--- src/rtl/led_bounce_pkg.sv ---
// led_bounce_pkg: shared types and helpers for the LED bounce sequencer.
//   state_e      - FSM state, encoded as the externally visible phase code
//   thermometer  - lit count -> bar pattern (bit i set when i < lvl)
//   LED_BOUNCE_CHECK_PARAMS(cond) - assertion on the parameter set
package led_bounce_pkg;

  typedef enum logic [2:0] {
    IDLE    = 3'd0,
    RISE1   = 3'd1,
    FALL1   = 3'd2,
    RISE2   = 3'd3,
    FALL2   = 3'd4,
    RISE3   = 3'd5,
    FALLEND = 3'd6
  } state_e;

  // Widest bar the thermometer helper can produce; callers cast down.
  localparam int THERM_MAX = 64;

  function automatic logic [THERM_MAX-1:0] thermometer(input int lvl);
    logic [THERM_MAX-1:0] t;
    for (int i = 0; i < THERM_MAX; i++) t[i] = (i < lvl);
    return t;
  endfunction

endpackage

`define LED_BOUNCE_CHECK_PARAMS(cond) assert (cond) else $error("led_bounce_seq: illegal parameter set")

--- src/rtl/led_tick_gen.sv ---
// led_tick_gen: step-rate prescaler for the bounce sequencer.
//   clk, rst_n - clock, async active-low reset
//   hold       - freezes the counter and suppresses tick
//   tick       - high in the cycle the counter sits at TICK_DIV-1
module led_tick_gen #(
  parameter int TICK_DIV = 1
) (
  input  logic clk,
  input  logic rst_n,
  input  logic hold,
  output logic tick
);

  localparam int CW = (TICK_DIV > 1) ? $clog2(TICK_DIV) : 1;
  localparam logic [CW-1:0] LAST = CW'(TICK_DIV - 1);

  logic [CW-1:0] cnt;

  assign tick = ~hold & (cnt == LAST);

  always_ff @(posedge clk or negedge rst_n) begin
    if (!rst_n)     cnt <= '0;
    else if (!hold) cnt <= (cnt == LAST) ? '0 : cnt + CW'(1);
  end

endmodule

--- src/rtl/led_bounce_seq.sv ---
// led_bounce_seq: thermometer LED bar sequencer with three rise/fall phases.
//   clk, rst_n - clock, async active-low reset
//   flick      - start / kick request, rising-edge sensitive
//   hold       - freezes step timing
//   abort      - jumps a running sequence to the final fall
//   led        - thermometer bar of level
//   level      - lit LED count, 0..LED_W
//   phase      - state code
//   busy       - not idle
//   done       - one-cycle pulse on return to idle
module led_bounce_seq
  import led_bounce_pkg::*;
#(
  parameter int LED_W    = 16,
  parameter int A_PT     = 6,
  parameter int B_PT     = 11,
  parameter int C_PT     = 5,
  parameter int TICK_DIV = 1
) (
  input  logic                       clk,
  input  logic                       rst_n,
  input  logic                       flick,
  input  logic                       hold,
  input  logic                       abort,
  output logic [LED_W-1:0]           led,
  output logic [$clog2(LED_W+1)-1:0] level,
  output logic [2:0]                 phase,
  output logic                       busy,
  output logic                       done
);

  localparam int LW = $clog2(LED_W + 1);
  localparam logic [LW-1:0] ONE = LW'(1);
  localparam logic [LW-1:0] A_L = LW'(A_PT);
  localparam logic [LW-1:0] B_L = LW'(B_PT);
  localparam logic [LW-1:0] C_L = LW'(C_PT);
  localparam logic [LW-1:0] W_L = LW'(LED_W);

  state_e        state, state_n;
  logic [LW-1:0] lvl_n;
  logic          done_n;
  logic          flick_q, pend_q;
  logic          tick, flick_rise, pend, kick;

  led_tick_gen #(.TICK_DIV(TICK_DIV)) u_tick (
    .clk  (clk),
    .rst_n(rst_n),
    .hold (hold),
    .tick (tick)
  );

  // An edge in the tick cycle itself counts, so the pending view is the
  // latched request OR'd with the current edge.
  assign flick_rise = flick & ~flick_q;
  assign pend       = pend_q | flick_rise;
  assign kick       = pend & ((level == A_L) | (level == B_L));
  assign phase      = state;

  always_comb begin
    state_n = state;
    lvl_n   = level;
    done_n  = 1'b0;
    `LED_BOUNCE_CHECK_PARAMS(1 <= C_PT && C_PT < A_PT && A_PT < B_PT &&
                             B_PT < LED_W && TICK_DIV >= 1 && LED_W <= THERM_MAX);
    if (state > FALLEND) begin
      state_n = IDLE;
      lvl_n   = '0;
    end else if (abort) begin
      // Ignored in IDLE, which also suppresses a simultaneous start.
      if (state != IDLE) begin
        if (level == '0) begin
          state_n = IDLE;
          done_n  = 1'b1;
        end else begin
          state_n = FALLEND;
        end
      end
    end else if (tick) begin
      case (state)
        IDLE:
          if (pend) begin state_n = RISE1; lvl_n = ONE; end
        RISE1:
          if (level == A_L) begin state_n = FALL1; lvl_n = level - ONE; end
          else lvl_n = level + ONE;
        FALL1:
          if (level == '0) begin state_n = RISE2; lvl_n = ONE; end
          else lvl_n = level - ONE;
        RISE2:
          if (kick || level == B_L) begin
            state_n = kick ? FALL1 : FALL2;
            lvl_n   = level - ONE;
          end else lvl_n = level + ONE;
        FALL2:
          if (level == C_L) begin state_n = RISE3; lvl_n = level + ONE; end
          else lvl_n = level - ONE;
        RISE3:
          if (kick || level == W_L) begin
            state_n = kick ? FALL2 : FALLEND;
            lvl_n   = level - ONE;
          end else lvl_n = level + ONE;
        FALLEND:
          if (level <= ONE) begin state_n = IDLE; lvl_n = '0; done_n = 1'b1; end
          else lvl_n = level - ONE;
        default: begin state_n = IDLE; lvl_n = '0; end
      endcase
    end
  end

  always_ff @(posedge clk or negedge rst_n) begin
    if (!rst_n) begin
      state   <= IDLE;
      level   <= '0;
      led     <= '0;
      busy    <= 1'b0;
      done    <= 1'b0;
      flick_q <= 1'b0;
      pend_q  <= 1'b0;
    end else begin
      state   <= state_n;
      level   <= lvl_n;
      led     <= LED_W'(thermometer(int'(lvl_n)));
      busy    <= (state_n != IDLE);
      done    <= done_n;
      flick_q <= flick;
      // Consumed on every tick; abort also drops it so an aborted start
      // cannot fire later.
      if (tick || abort) pend_q <= 1'b0;
      else if (flick_rise) pend_q <= 1'b1;
    end
  end

endmodule
--- config.mk ---
export PLATFORM = sky130hd
export DESIGN_NAME = led_bounce_seq
export DESIGN_NICKNAME = d
export VERILOG_FILES = /design/src/rtl/led_bounce_pkg.sv /design/src/rtl/led_tick_gen.sv /design/src/rtl/led_bounce_seq.sv
export SDC_FILE = /design/constraint.sdc
export NUM_CORES = 1
export LEC_CHECK = 0
export CAP_MARGIN = 10
export CELL_PAD_IN_SITES_DETAIL_PLACEMENT = 1
export CELL_PAD_IN_SITES_GLOBAL_PLACEMENT = 1
export CORE_UTILIZATION = 36
export CTS_BUF_LIST = sky130_fd_sc_hd__clkbuf_4 sky130_fd_sc_hd__clkbuf_8 sky130_fd_sc_hd__clkbuf_16
export DETAILED_ROUTE_END_ITERATION = 10
export GPL_TIMING_DRIVEN = 0
export PLACE_DENSITY = 0.74
export SLEW_MARGIN = 40
export SYNTH_ARGS = -nofsm -noshare
export SYNTH_HDL_FRONTEND = slang
export SYNTH_SLANG_ARGS = --single-unit
--- constraint.sdc ---
create_clock -name clk -period 2.5 [get_ports clk]
set_clock_uncertainty 0.15 [all_clocks]
set_input_delay 0.375 -clock clk [delete_from_list [all_inputs] [get_ports clk]]
set_output_delay 0.375 -clock clk [all_outputs]
set_load 0.1 [all_outputs]
==> impl_results.md <==
* Final non-filler cell total at ~320
* Commonest non-fill, non-tap cell in the layout: buf_2
* RSZ-0062 raised after global routing: yes
* Simple logic cell fraction of the synthesized area at around 23%
* Primary FF master, synth: dfrtp_1
* Internal power at around 1.2 mW
* Clock buffer depth at 2
* Leakage dissipation at around 0.96 nW
* Post-layout util at a little under three fifths
* Worst-path cell chain: buf_6 -> ha_4 -> and4bb_2 -> nand3b_1 -> o22ai_2 -> or2_1 -> a221oi_2 -> a21o_2 -> buf_12 -> o31ai_4
* Pin count of the biggest net entering global routing at 28
* Yosys reg bits at 27
* Starting DRT DRC Count at around 130
* Top cells by area, synth: dfrtp_1 (38%), a21oi_1 (3.7%), ha_1 (3.5%)
* Flop pwr share at between 20% and 30%
* Root buf cell: clkbuf_8
* Gate power share at 62.3%
* Sinks on the clock net at 27
* Worst Path Required at ~2600 ps
* Vias per cell at ~5.6
* Nets at roughly 260
* Final Hold Viols at 0
* CP Capture Type: register
* DRC at 0
* Post-DP Area at around 2100 um^2
* Die height at ~72 um
* Number of global-route vias before repair at roughly 1800
* Core footprint at roughly 4700 um^2
* DP Cell Count at approximately 290
* Outcome: finished with violations
* Critical path arrival at between 2000 and 3000 ps
* Slew @ Worst Pin at about 640 ps
* Largest family of logic cells by synthesized area: compound AO/OA/AOI/OAI gates
* Syn Area/Cell at a little over 9 um^2
* I/O Pins at 31
* Maxcap violations at 0
* Grt ovf at 0
* Die X at roughly 72 um
* Final setup violating endpoints at 17
* Num CTS Buffers at 3
* Worst vdd ir at between 400 and 500 uV
* Most frequent cells in the layout: buf_2 (29), buf_4 (20), dfrtp_1 (19)
* Hold crit path type: in2reg
* Area of the mapped netlist at approximately 1800 um^2
* Gpl congestion at between 0.8 and 0.9
* Std cell rows at 25
* Drt total wl at between 5000 and 6000 um
* Startpoint Class: register
* Port Buf Inserts at 29
* YS warnings at 0
* Failing checks: setup timing
* CP Max Fanout at 6
* Dpl hpwl at 3810 um
* Total number of vias at ~1800
* Pwr Density at between 800 and 900 nW/um^2
* Net Sw Frac at a little under 50%
* Synth Area in Compound Gates at 26.8%
* Area growth, synth to finish at 47.4%
* Layout fillers at approximately 540
* Worst-path clk slew at approximately 100 ps
* Yosys top cell by area: dfrtp_1
* Initial antenna violation count at 0
* Drt pass-1 iters at 4
* Share of the synthesized area in the top cell type at 38.3%
* Syn Inst Count at around 190
* Critical Path Max Stage Delay at between 500 and 600 ps
* Final worst setup slack at -159 ps
* Cell variety after synth at just under 60
* H-Tree Depth at 1
* Initial Utilization at a little under two fifths
* Skew-Pair Late Insertion Delay at around 290 ps
* Wire length per cell at about 18 um
* Fmax at approximately 380 MHz
* Clock share of power at between 10% and 20%
* Max_slew headroom at 57.2%
* Crit Path Class: reg2reg
* Top cell family by delay on the critical path: compound AO/OA/AOI/OAI gates
* Slowest CP cell: dfrtp_4
* Post-synthesis xor/xnor area fraction at 1.49%
* Adder-cell area share of the yosys netlist at under 10%
* Worst path bufs/invs at 2
* Post-synth EDFFs at 0
* # diodes at 0
* First-pass GRT wire length at roughly 8900 um
* Mapped Nets at roughly 200
* Switching power at ~1.1 mW
* Fraction of registers with async set/reset at between 90% and 100%
* Total GRT Usage at approximately 23%
* Design Area, Final at about 2600 um^2
* Die area at 5180 um^2
* Tmin final at ~2700 ps
* ANT nets after route at 0
* Sequential element share of the synthesized area at between 30% and 40%
* Share of layout cells above drive strength 1 at 49.6%
* CTS tree: yes
* Mux contribution to synthesized area at 0%
* Pins Over Slew Limit at 0
* Ratio of final minimum period to clock period at 106%
sequential cells by signal, summed over array words and instances, names as in the netlist:
name,count
done,1
level,4
pend_q,1
flick_q,1
led,16
busy,1
phase,3
cells by family (layout without fill, tap and decap cells):
| family | count (synthesis) | in the layout |
|---|---|---|
| AND/OR/NAND/NOR | 66 | 66 |
| XOR/XNOR | 3 | 3 |
| AO/OA/AOI/OAI | 65 | 65 |
| adder cells (fa/ha/maj) | 5 | 5 |
| flip-flops | 27 | 27 |
| buffers and inverters | 23 | 82 |
synth_stat cells, types with 5 or more instances:
cell type and instances:
o211ai_1 5, o21ai_1 5, a21oi_1 13, nand2_1 9, o21ai_0 8, dfrtp_1 27
nand4_1 5, inv_1 8, o31ai_1 5, nor3_1 5, nor2_1 13, nand3_1 7
ha_1 5
path summary, 6_finish.rpt:
check / slack [ps] / endpoint / start / cells past startpoint
worst max-delay path: -160 / led[14]$_DFF_PN0_ / level[0]$_DFF_PN0_ / 10
worst min-delay path: 210 / phase[0]$_DFF_PN0_ / abort / 2
worst max register to register: -160 / led[14]$_DFF_PN0_ / level[0]$_DFF_PN0_ / 10
worst min register to register: 620 / pend_q$_DFFE_PN0P_ / pend_q$_DFFE_PN0P_ / 3
max in group asynchronous: 1310 / level[1]$_DFF_PN0_ / rst_n / 2
min in group asynchronous: 450 / phase[2]$_DFF_PN0_ / rst_n / 2
power groups by stage:
stage	logic [mW]	clock network [mW]	registers, mW
floorplan	0.539	0	0.837
detailed placement	0.969	0	0.616
global route	1.47	0.299	0.569
CTS	1.25	0.287	0.573
global placement	0.979	0	0.614
finish	1.40	0.283	0.566
repair_timing:
action | 4_1_cts | 5_1_grt
hold endpoints to repair | 27 | 0
pin swaps | 13 | 3
hold buffers | 1 | 0
resized for setup | 26 | 16
gates cloned | 1 | 1
setup endpoints to repair | 18 | 18
buffers inserted | 18 | 5
layout make-up:
cell class | count | area, um^2 | share of cell area [%]
plain buffers | 15 | 109 | 4.18
clock buffers | 3 | 41.3 | 1.59
clock inverters | 1 | 8.76 | 0.337
inverters | 8 | 35.0 | 1.35
multi-input cells | 139 | 1220 | 46.8
flip-flops and latches | 27 | 701 | 26.9
well taps | 67 | 83.8 | 3.22
repair buffers | 55 | 405 | 15.6
through the flow:
step	hold slack, ps	setup slack [ps]	TNS, ps	power [mW]
after CTS	205	-111	-1240	2.11
after global routing	223	-249	-3740	2.34
after global placement	515	-442	-6900	1.59
final	213	-159	-2190	2.25
after detailed placement	261	-474	-7440	1.59
after floorplan	-70.6	-88.9	-1280	1.38
per-layer routing:
layer,vias to the layer above,track usage (%),wire length [um]
met5,-,0,0
met1,870,26.1,2320
met3,19,3.47,213
met4,0,12.2,201
met2,52,40.1,2950
li1,824,-,-
Note: power is estimated with default switching activity, not from simulation.
